<file path="src/rtl/hour_set_12h_if.sv">
// Commit handshake carrying the 24-hour packed-BCD hour to the timekeeping core.
// Valid is held with the data frozen until ready is seen.
interface hour_set_12h_if;
  logic       load_vld;
  logic       load_rdy;
  logic [7:0] hour24_dat;

  modport master (output load_vld, output hour24_dat, input load_rdy);
  modport slave  (input load_vld, input hour24_dat, output load_rdy);
endinterface

</file>
<file path="src/rtl/hour_set_12h.sv">
// 12-hour button entry (01..12 + AM/PM) committing a 24-hour BCD hour; edits show 1 cycle after a button rises,
// hour24 follows 1 cycle later; a commit holds valid and freezes hour24 until the core is ready.
module hour_set_12h #(
  parameter int REPEAT_DLY  = 50_000_000,
  parameter int REPEAT_RATE = 10_000_000
) (
  input  logic                  i_clk,
  input  logic                  i_rst_n,
  input  logic                  i_en_set,
  input  logic [7:0]            i_cur_hour24,
  input  logic                  i_btn_up,
  input  logic                  i_btn_down,
  input  logic                  i_btn_ampm,
  input  logic                  i_btn_commit,
  hour_set_12h_if.master        o_load,
  output logic [7:0]            o_hour12_bcd,
  output logic                  o_pm,
  output logic                  o_busy
);

  localparam int CNT_MAX = (REPEAT_DLY > REPEAT_RATE) ? REPEAT_DLY : REPEAT_RATE;
  localparam int CW      = $clog2(CNT_MAX + 1);

  typedef enum logic [1:0] {S_IDLE, S_EDIT, S_LOAD} state_t;

  state_t        r_state;
  state_t        w_state_nxt;
  logic [7:0]    r_hour12;
  logic [7:0]    w_hour12_nxt;
  logic          r_pm;
  logic          w_pm_nxt;
  logic [7:0]    r_hour24;
  logic          r_load_vld;
  logic          w_load_vld_nxt;
  logic          r_up_q;
  logic          r_dn_q;
  logic          r_ampm_q;
  logic          r_commit_q;
  logic [CW-1:0] r_rpt_cnt;
  logic          r_rpt_on;

  logic          w_edge_up;
  logic          w_edge_dn;
  logic          w_edge_ampm;
  logic          w_edge_commit;
  logic          w_one_held;
  logic          w_rpt_step;
  logic          w_step_up;
  logic          w_step_dn;
  logic          w_inc;
  logic          w_dec;
  logic          w_cur_ok;
  logic [8:0]    w_cap;

  function automatic logic [4:0] bcd2bin(input logic [7:0] b);
    return 5'(b[7:4]) * 5'd10 + 5'(b[3:0]);
  endfunction

  function automatic logic [7:0] bin2bcd(input logic [4:0] v);
    if (v >= 5'd20)      return {4'd2, 4'(v - 5'd20)};
    else if (v >= 5'd10) return {4'd1, 4'(v - 5'd10)};
    else                 return {4'd0, 4'(v)};
  endfunction

  function automatic logic [7:0] to24(input logic [7:0] h12, input logic pm);
    logic [4:0] b;
    b = bcd2bin(h12);
    if (b == 5'd12) return pm ? 8'h12 : 8'h00;
    else            return bin2bcd(pm ? b + 5'd12 : b);
  endfunction

  // Returns {pm, hour12}; only meaningful for a validated input.
  function automatic logic [8:0] to12(input logic [7:0] h24);
    logic [4:0] b;
    b = bcd2bin(h24);
    if (b == 5'd0)       return {1'b0, 8'h12};
    else if (b < 5'd12)  return {1'b0, h24};
    else if (b == 5'd12) return {1'b1, 8'h12};
    else                 return {1'b1, bin2bcd(b - 5'd12)};
  endfunction

  function automatic logic [7:0] inc12(input logic [7:0] h);
    logic [4:0] b;
    b = bcd2bin(h);
    return (b >= 5'd12) ? 8'h01 : bin2bcd(b + 5'd1);
  endfunction

  function automatic logic [7:0] dec12(input logic [7:0] h);
    logic [4:0] b;
    b = bcd2bin(h);
    return (b <= 5'd1) ? 8'h12 : bin2bcd(b - 5'd1);
  endfunction

  assign w_edge_up     = i_btn_up     & ~r_up_q;
  assign w_edge_dn     = i_btn_down   & ~r_dn_q;
  assign w_edge_ampm   = i_btn_ampm   & ~r_ampm_q;
  assign w_edge_commit = i_btn_commit & ~r_commit_q;

  assign w_cur_ok = (i_cur_hour24[7:4] <= 4'd2) && (i_cur_hour24[3:0] <= 4'd9) &&
                    (i_cur_hour24 <= 8'h23);
  assign w_cap    = to12(i_cur_hour24);

  // Repeat fires only on a steady single-button hold, never on the press edge itself.
  assign w_one_held = i_btn_up ^ i_btn_down;
  assign w_rpt_step = (r_state == S_EDIT) && w_one_held && !(w_edge_up || w_edge_dn) &&
                      ((!r_rpt_on && r_rpt_cnt == CW'(REPEAT_DLY)) ||
                       ( r_rpt_on && r_rpt_cnt == CW'(REPEAT_RATE)));
  assign w_step_up  = w_edge_up | (w_rpt_step & i_btn_up);
  assign w_step_dn  = w_edge_dn | (w_rpt_step & i_btn_down);
  assign w_inc      = w_step_up & ~w_step_dn;
  assign w_dec      = w_step_dn & ~w_step_up;

  always_comb begin
    w_state_nxt    = r_state;
    w_hour12_nxt   = r_hour12;
    w_pm_nxt       = r_pm;
    w_load_vld_nxt = r_load_vld;
    case (r_state)
      S_IDLE: begin
        if (i_en_set) begin
          w_state_nxt  = S_EDIT;
          w_hour12_nxt = w_cur_ok ? w_cap[7:0] : 8'h12;
          w_pm_nxt     = w_cur_ok ? w_cap[8]   : 1'b0;
        end
      end
      S_EDIT: begin
        if (!i_en_set) begin
          w_state_nxt = S_IDLE;
        end else if (w_edge_commit) begin
          w_state_nxt    = S_LOAD;
          w_load_vld_nxt = 1'b1;
        end else begin
          if (w_inc)       w_hour12_nxt = inc12(r_hour12);
          else if (w_dec)  w_hour12_nxt = dec12(r_hour12);
          if (w_edge_ampm) w_pm_nxt     = ~r_pm;
        end
      end
      S_LOAD: begin
        if (o_load.load_rdy) begin
          w_state_nxt    = S_IDLE;
          w_load_vld_nxt = 1'b0;
        end
      end
      default: w_state_nxt = S_IDLE;
    endcase
  end

  always_ff @(posedge i_clk or negedge i_rst_n) begin
    if (!i_rst_n) begin
      r_state    <= S_IDLE;
      r_hour12   <= 8'h12;
      r_pm       <= 1'b0;
      r_hour24   <= 8'h00;
      r_load_vld <= 1'b0;
      r_up_q     <= 1'b0;
      r_dn_q     <= 1'b0;
      r_ampm_q   <= 1'b0;
      r_commit_q <= 1'b0;
    end else begin
      r_state    <= w_state_nxt;
      r_hour12   <= w_hour12_nxt;
      r_pm       <= w_pm_nxt;
      r_load_vld <= w_load_vld_nxt;
      r_up_q     <= i_btn_up;
      r_dn_q     <= i_btn_down;
      r_ampm_q   <= i_btn_ampm;
      r_commit_q <= i_btn_commit;
      if (r_state != S_LOAD) r_hour24 <= to24(r_hour12, r_pm);
    end
  end

  always_ff @(posedge i_clk or negedge i_rst_n) begin
    if (!i_rst_n) begin
      r_rpt_cnt <= '0;
      r_rpt_on  <= 1'b0;
    end else if (r_state != S_EDIT || !w_one_held) begin
      r_rpt_cnt <= '0;
      r_rpt_on  <= 1'b0;
    end else if (w_edge_up || w_edge_dn) begin
      r_rpt_cnt <= CW'(1);
      r_rpt_on  <= 1'b0;
    end else if (w_rpt_step) begin
      r_rpt_cnt <= CW'(1);
      r_rpt_on  <= 1'b1;
    end else begin
      r_rpt_cnt <= r_rpt_cnt + CW'(1);
    end
  end

  assign o_load.load_vld   = r_load_vld;
  assign o_load.hour24_dat = r_hour24;
  assign o_hour12_bcd      = r_hour12;
  assign o_pm              = r_pm;
  assign o_busy            = (r_state != S_IDLE);

endmodule

</file>
<file path="src/flat_wrapper.sv">
// flat-port wrapper written by rule: the top's interface ports become plain ports
module hour_set_12h_flat 
#(
  parameter int REPEAT_DLY  = 50_000_000,
  parameter int REPEAT_RATE = 10_000_000
)
  (i_clk, i_rst_n, i_en_set, i_cur_hour24, i_btn_up, i_btn_down, i_btn_ampm, i_btn_commit, o_hour12_bcd, o_pm, o_busy, o_load_load_vld, o_load_hour24_dat, o_load_load_rdy);
  hour_set_12h_if o_load_i ();
  input  logic i_clk;
  input  logic i_rst_n;
  input  logic i_en_set;
  input  logic [7:0] i_cur_hour24;
  input  logic i_btn_up;
  input  logic i_btn_down;
  input  logic i_btn_ampm;
  input  logic i_btn_commit;
  output logic [7:0] o_hour12_bcd;
  output logic o_pm;
  output logic o_busy;
  output wire logic [$bits(o_load_i.load_vld)-1:0] o_load_load_vld;
  output wire logic [$bits(o_load_i.hour24_dat)-1:0] o_load_hour24_dat;
  input wire logic [$bits(o_load_i.load_rdy)-1:0] o_load_load_rdy;
  assign o_load_load_vld = o_load_i.load_vld;
  assign o_load_hour24_dat = o_load_i.hour24_dat;
  assign o_load_i.load_rdy = o_load_load_rdy;
  hour_set_12h #(.REPEAT_DLY(REPEAT_DLY), .REPEAT_RATE(REPEAT_RATE)) u_core (.i_clk(i_clk), .i_rst_n(i_rst_n), .i_en_set(i_en_set), .i_cur_hour24(i_cur_hour24), .i_btn_up(i_btn_up), .i_btn_down(i_btn_down), .i_btn_ampm(i_btn_ampm), .i_btn_commit(i_btn_commit), .o_load(o_load_i), .o_hour12_bcd(o_hour12_bcd), .o_pm(o_pm), .o_busy(o_busy));
endmodule
</file>
<file path="config.mk">
export PLATFORM = sky130hd
export DESIGN_NAME = hour_set_12h_flat
export DESIGN_NICKNAME = d
export VERILOG_FILES = /design/src/rtl/hour_set_12h_if.sv /design/src/rtl/hour_set_12h.sv /design/src/flat_wrapper.sv
export SDC_FILE = /design/constraint.sdc
export NUM_CORES = 1
export LEC_CHECK = 0
export CAP_MARGIN = 10
export CORE_MARGIN = 2
export CORE_UTILIZATION = 47
export CTS_BUF_LIST = sky130_fd_sc_hd__clkbuf_2
export DETAILED_ROUTE_END_ITERATION = 8
export HOLD_SLACK_MARGIN = 0.05
export PLACE_DENSITY_LB_ADDON = 0.08
export SLEW_MARGIN = 0
export SYNTH_ARGS = -nofsm -noshare
export SYNTH_HDL_FRONTEND = slang
export SYNTH_SLANG_ARGS = --single-unit
</file>
<file path="constraint.sdc">
create_clock -name i_clk -period 5.25 [get_ports i_clk]
set_clock_uncertainty 0.05 [all_clocks]
set_input_delay 0.525 -clock i_clk [delete_from_list [all_inputs] [get_ports i_clk]]
set_output_delay 0.525 -clock i_clk [all_outputs]
set_load 0.005 [all_outputs]
</file>
# Word-level counts from Yosys, hierarchy flattened
# Cells that the tools add are included.
# op_classes
bitwise_logic,18
mux,44
reduce_logical,23
n_mul,2
n_addsub,15
eq_ne,16
order_cmp,14
# ops
cell,n
2-to-1 mux 8 bit,14
2-to-1 mux 26 bit,3
2-to-1 mux 5 bit,6
adder 26 x 1 -> 26 bit (second input constant),1
== test 26 x 24 -> 1 bit (second input constant),1
== test 26 bit (second input constant),1
greater-or-equal comparator 5 x 4 -> 1 bit (second input constant),5
greater-or-equal comparator 5 bit (second input constant),4
2-to-1 mux 9 bit,2
one-hot mux 8 bit (2 select lines),1
subtractor 4 x 3 -> 4 bit (second input constant),4
subtractor 4 bit (second input constant),4
2-to-1 mux 1 bit,11
adder 5 x 4 -> 5 bit,2
== test 5 x 4 -> 1 bit (second input constant),2
inequality test 2 bit (second input constant),5
AND reduction 5 bit,2
AND 1 bit,8
less-or-equal comparator 8 x 6 -> 1 bit (second input constant),1
multiplier 4 x 3 -> 4 bit (second input constant),2
2-to-1 mux 2 bit,4
logical AND 1 bit,7
inverter 1 bit,7
inequality test 2 x 1 -> 1 bit (second input constant),3
other kinds (24),32
# word_totals
out_inout_bits,19
elab_cells,143
ff_bits,51

# Logic depth before layout (Yosys ltp)
# depth
ltp_word,15
mapped_depth,13

# Least setup slack after synthesis
# Ideal clock, no wire load.
# synth_path
kind,in2reg
from,input port i_cur_hour24[4]
to,"register u_core.r_hour12[2], in the netlist u_core.o_hour12_bcd[2]"
path_slack_ps,1879
path_stages,11
arrival_time_ps,3195
path_cell_list,ha_1 ha_1 xor2_1 inv_1 ha_1 xnor2_1 xnor2_1 mux2_4 o221a_1 o21ba_1 o32a_1
# synth_between
elab_chain_len,12
# synth_rtl
element,line,source
"start, declared",flat_wrapper.sv:12,input logic [7:0] i_cur_hour24;
multiplier 4 x 3 -> 4 bit,hour_set_12h.sv:56,return 5'(b[7:4]) * 5'd10 + 5'(b[3:0]);
adder 5 x 4 -> 5 bit,hour_set_12h.sv:56,
subtractor 5 x 4 -> 5 bit,hour_set_12h.sv:79,"else return {1'b1, bin2bcd(b - 5'd12)};"
subtractor 4 bit / greater-or-equal comparator 5 x 4 -> 1 bit (equally long branches),hour_set_12h.sv:61,"else if (v >= 5'd10) return {4'd1, 4'(v - 5'd10)};"
2-to-1 mux 5 bit,hour_set_12h.sv:61,
2-to-1 mux 8 bit,hour_set_12h.sv:60,"if (v >= 5'd20) return {4'd2, 4'(v - 5'd20)};"
2-to-1 mux 8 bit,hour_set_12h.sv:78,"else if (b == 5'd12) return {1'b1, 8'h12};"
2-to-1 mux 9 bit,hour_set_12h.sv:77,"else if (b < 5'd12) return {1'b0, h24};"
2-to-1 mux 9 bit,hour_set_12h.sv:76,"if (b == 5'd0) return {1'b0, 8'h12};"
2-to-1 mux 8 bit *,hour_set_12h.sv:122,w_hour12_nxt = w_cur_ok ? w_cap[7:0] : 8'h12;
2-to-1 mux 8 bit *,hour_set_12h.sv:120,if (i_en_set) begin
one-hot mux 8 bit (2 select lines) *,hour_set_12h.sv:118,case (r_state)
"end signal, assigned",hour_set_12h.sv:161,r_hour12 <= w_hour12_nxt;
"end, declared",hour_set_12h.sv:28,logic [7:0] r_hour12;
# Every way passes the cells marked *; elsewhere a longest branch is shown, timed or not. The select of a mux whose other input is x is not followed.
# A chain may end at the register's enable or synchronous reset.

# Worst setup path after layout
# Ends and elaborated chain as after synthesis.

==> flow_summary.toml <==
[status]
status = "completed"

[critical_path]
timing.critical_path.cells = "clkdlybuf4s50_1, ha_1, inv_1, fa_1, xor2_1, inv_1, ha_1, xnor2_1, xnor2_1, mux2_4, o221a_1, o21ba_1, o32a_1"
timing.rr.start = "u_core.o_hour12_bcd[4]"
timing.rr.end = "u_core.o_load.hour24_dat[1]"
critPathLaunch = "i_cur_hour24[4]"
reg2reg_depth = 11
rrSetupSlack_ps = 1510
worstSetupEndpoint = "u_core.o_hour12_bcd[2]"
cp_slowest_stage_delay_ps = 560
cp.arrival_ps = 4070
end_kind = "register"
slowest_stage = "clkdlybuf4s50_1"
cp.depth = 13
cp_num_buf_inv = 3
cp-start-kind = "input port"
setup.worst_path.class = "in -> reg"
required_ps = 5570
critPathMaxFanout = 5
cp_top_family = "adder cells"

[power]
power.density_mw_per_mm2 = 702
vdd_ir_drop_max_v = 0.000782
p_leak_nw = 1.84

[clock_network]
root_buffer = "clkbuf_2"
cts_setup_buffers = 0
clock_sinks = 49
hold_buffers = 0
htree_levels = 2
tritoncts = "yes"
clk_path_buf_depth = 2
clock_latency_ps = 440
clk_pin_slew_ps = 270
cts_buffers = 5
cts_resized = 0

[sta]
rsz0062_at_grt = "no"
setup_tns_ps = 0
fmaxAchievable_mhz = 267
max_slew.worst_pin.slew_ps = 813
maxSlewViolCount = 0
holdWs_ps = 87.5
min_period_over_period = 0.714
hold_viol_final = 0
setup_viol = 0
period_needed_ps = 3750
relSlewSlack = 0.456

[drt]
wirelength_mm = 9.17
drc = 0
wl_per_cell_um = 15.9
ant_nets = 0
num_vias = 3253
firstDrtPassIters = 4
vias_per_cell = 5.64
drt_iter0_markers = 100

[layout]
n_fill_cell = 787
layout-drive-gt1-share = 0.0636
layout.nets = 521
syn_to_final_growth_pct = 11.6
antenna_cells = 0
layout_common_cells = "nor2_1, dfrtp_1, nand2_1, inv_1, ha_1"
mostFrequentLayoutCell = "nor2_1"
stdcell_count = 577

[floorplanning]
die_y_um = 95.3
core-area_mm2 = 0.00813
die-area_mm2 = 0.00907
rows = 33
io_pins = 35
die_w_um = 95.3
initial_core_util = 0.481

[place]
post-dp-hpwl_mm = 7.00
port_buffers = 32
gp_congestion = 0.817
dpl.cell_count = 569

[yosys]
seq_area_frac_synth = 0.314
synth_edf_count = 0
synth_seq_cells = 49
syn_area_mm2 = 0.00391
synthArstFlopShare = 1.00
ys_warn_count = 0
avgSynthCellArea_um2 = 8.87
synth_cell_types = 73
synthCells = 441
synth_top_flop_cell = "dfrtp_1"

[flow_run]
drv_cap = 0

[grt]
grt_usage = 0.214
grt_first_pass_wirelength_mm = 15.4
first_global_vias = 3197
use_met3 = 0.0245
met1_usage = 0.292
gr-total-overflow = 0
antenna_found_initial = 0
grtUsageMet2 = 0.365
grt_max_degree = 50
gr-max-usage-layer = "met2"

[hold_path]
hold_path.class = "in -> async"
==> stage by stage <==
stage	worst slack (ps)	utilization	instance area, µm²	total power, W
final	1500	0.537	4370	0.00306
after global routing	1210	0.537	4370	0.00341
after CTS	1520	0.537	4370	0.00307
after detailed placement	1050	0.531	4320	0.00288
after global placement	1220	0.531	4320	0.00286
after floorplan	1880	-	3920	0.00236
==> flip-flops by register name, summed over array words and instances (netlist names) <==
name / flops
u_core.r_rpt_on: 1
u_core.o_load.load_vld: 1
u_core.r_dn_q: 1
u_core.r_ampm_q: 1
u_core.o_pm: 1
u_core.r_up_q: 1
u_core.r_state: 2
u_core.r_commit_q: 1
u_core.o_load.hour24_dat: 6
u_core.o_hour12_bcd: 8
u_core.r_rpt_cnt: 26
==> power by group <==
part           internal, W  switching, W
clock network    0.0000343      0.000129
logic              0.00105       0.00134
registers         0.000447     0.0000662
==> routing by layer <==
| layer | routed length (µm) | vias to the layer above | part of all wire |
|---|---|---|---|
| met3 | 172 | 8 | 0.019 |
| li1 | - | 1627 | - |
| met1 | 4450 | 1575 | 0.49 |
| met4 | 102 | 0 | 0.011 |
| met2 | 4440 | 43 | 0.48 |
| met5 | 0 | - | 0 |
==> worst min path at each step <==
stage / to / slack (ps) / cells after the start
final: u_core.r_rpt_cnt[2] / 90 / 2
after global routing: u_core.r_rpt_cnt[2] / 100 / 2
after CTS: u_core.r_rpt_cnt[2] / 80 / 2
after detailed placement: u_core.o_load.hour24_dat[0] / 430 / 2
after global placement: u_core.o_load.hour24_dat[3] / 420 / 2
after floorplan: u_core.o_hour12_bcd[0] / 180 / 0
==> worst reg2reg max path, stage by stage (launching register included) <==
cell,delay [ps]
dfstp_2,650
ha_1,170
inv_1,50
fa_1,790
inv_1,120
ha_1,290
mux2i_1,390
ha_1,280
a221oi_2,110
nor3b_1,350
a2111oi_0,120
a311oi_1,260
==> cell type report <==
cell class / count / area, µm² / share of cell area
clock buffer: 6 / 30.0 / 0.00688
timing repair buffer: 33 / 323 / 0.0739
multi-input combinational: 350 / 2520 / 0.577
inverter: 32 / 120 / 0.0275
sequential: 49 / 1230 / 0.281
tap: 105 / 131 / 0.0301
clock inverter: 2 / 15.0 / 0.00344
==> kinds of logic (layout without fill, tap and decap cells) <==
group / Yosys count / in the layout / share of synthesized area
xor+xnor: 42 / 42 / 0.111
flops: 49 / 49 / 0.314
buf+inv: 43 / 73 / 0.0435
compound gates: 98 / 98 / 0.184
other cells: 1 / 2 / 0.000958
fa+ha+maj: 34 / 34 / 0.113
mux: 4 / 4 / 0.0125
simple gates: 170 / 170 / 0.222
==> Yosys cell counts (4+ instances only) <==
cell	instances	area, µm²
a2bb2oi_1	4	35.0
nand2b_1	4	25.0
nor2b_1	6	37.5
nor3_1	7	35.0
nor2_1	53	199
clkbuf_1	8	30.0
nand3b_1	4	30.0
xnor2_1	21	184
nand4_1	5	31.3
and3_1	7	43.8
nor3b_1	4	30.0
a211oi_1	10	75.1
inv_1	32	120
o21ai_0	21	105
o22ai_1	4	25.0
and2_1	7	43.8
nand3_1	17	85.1
nand2_1	36	135
dfrtp_1	47	1180
ha_1	32	400
a21oi_1	18	90.1
xor2_1	15	131
(Power assumes the default switching activity.)
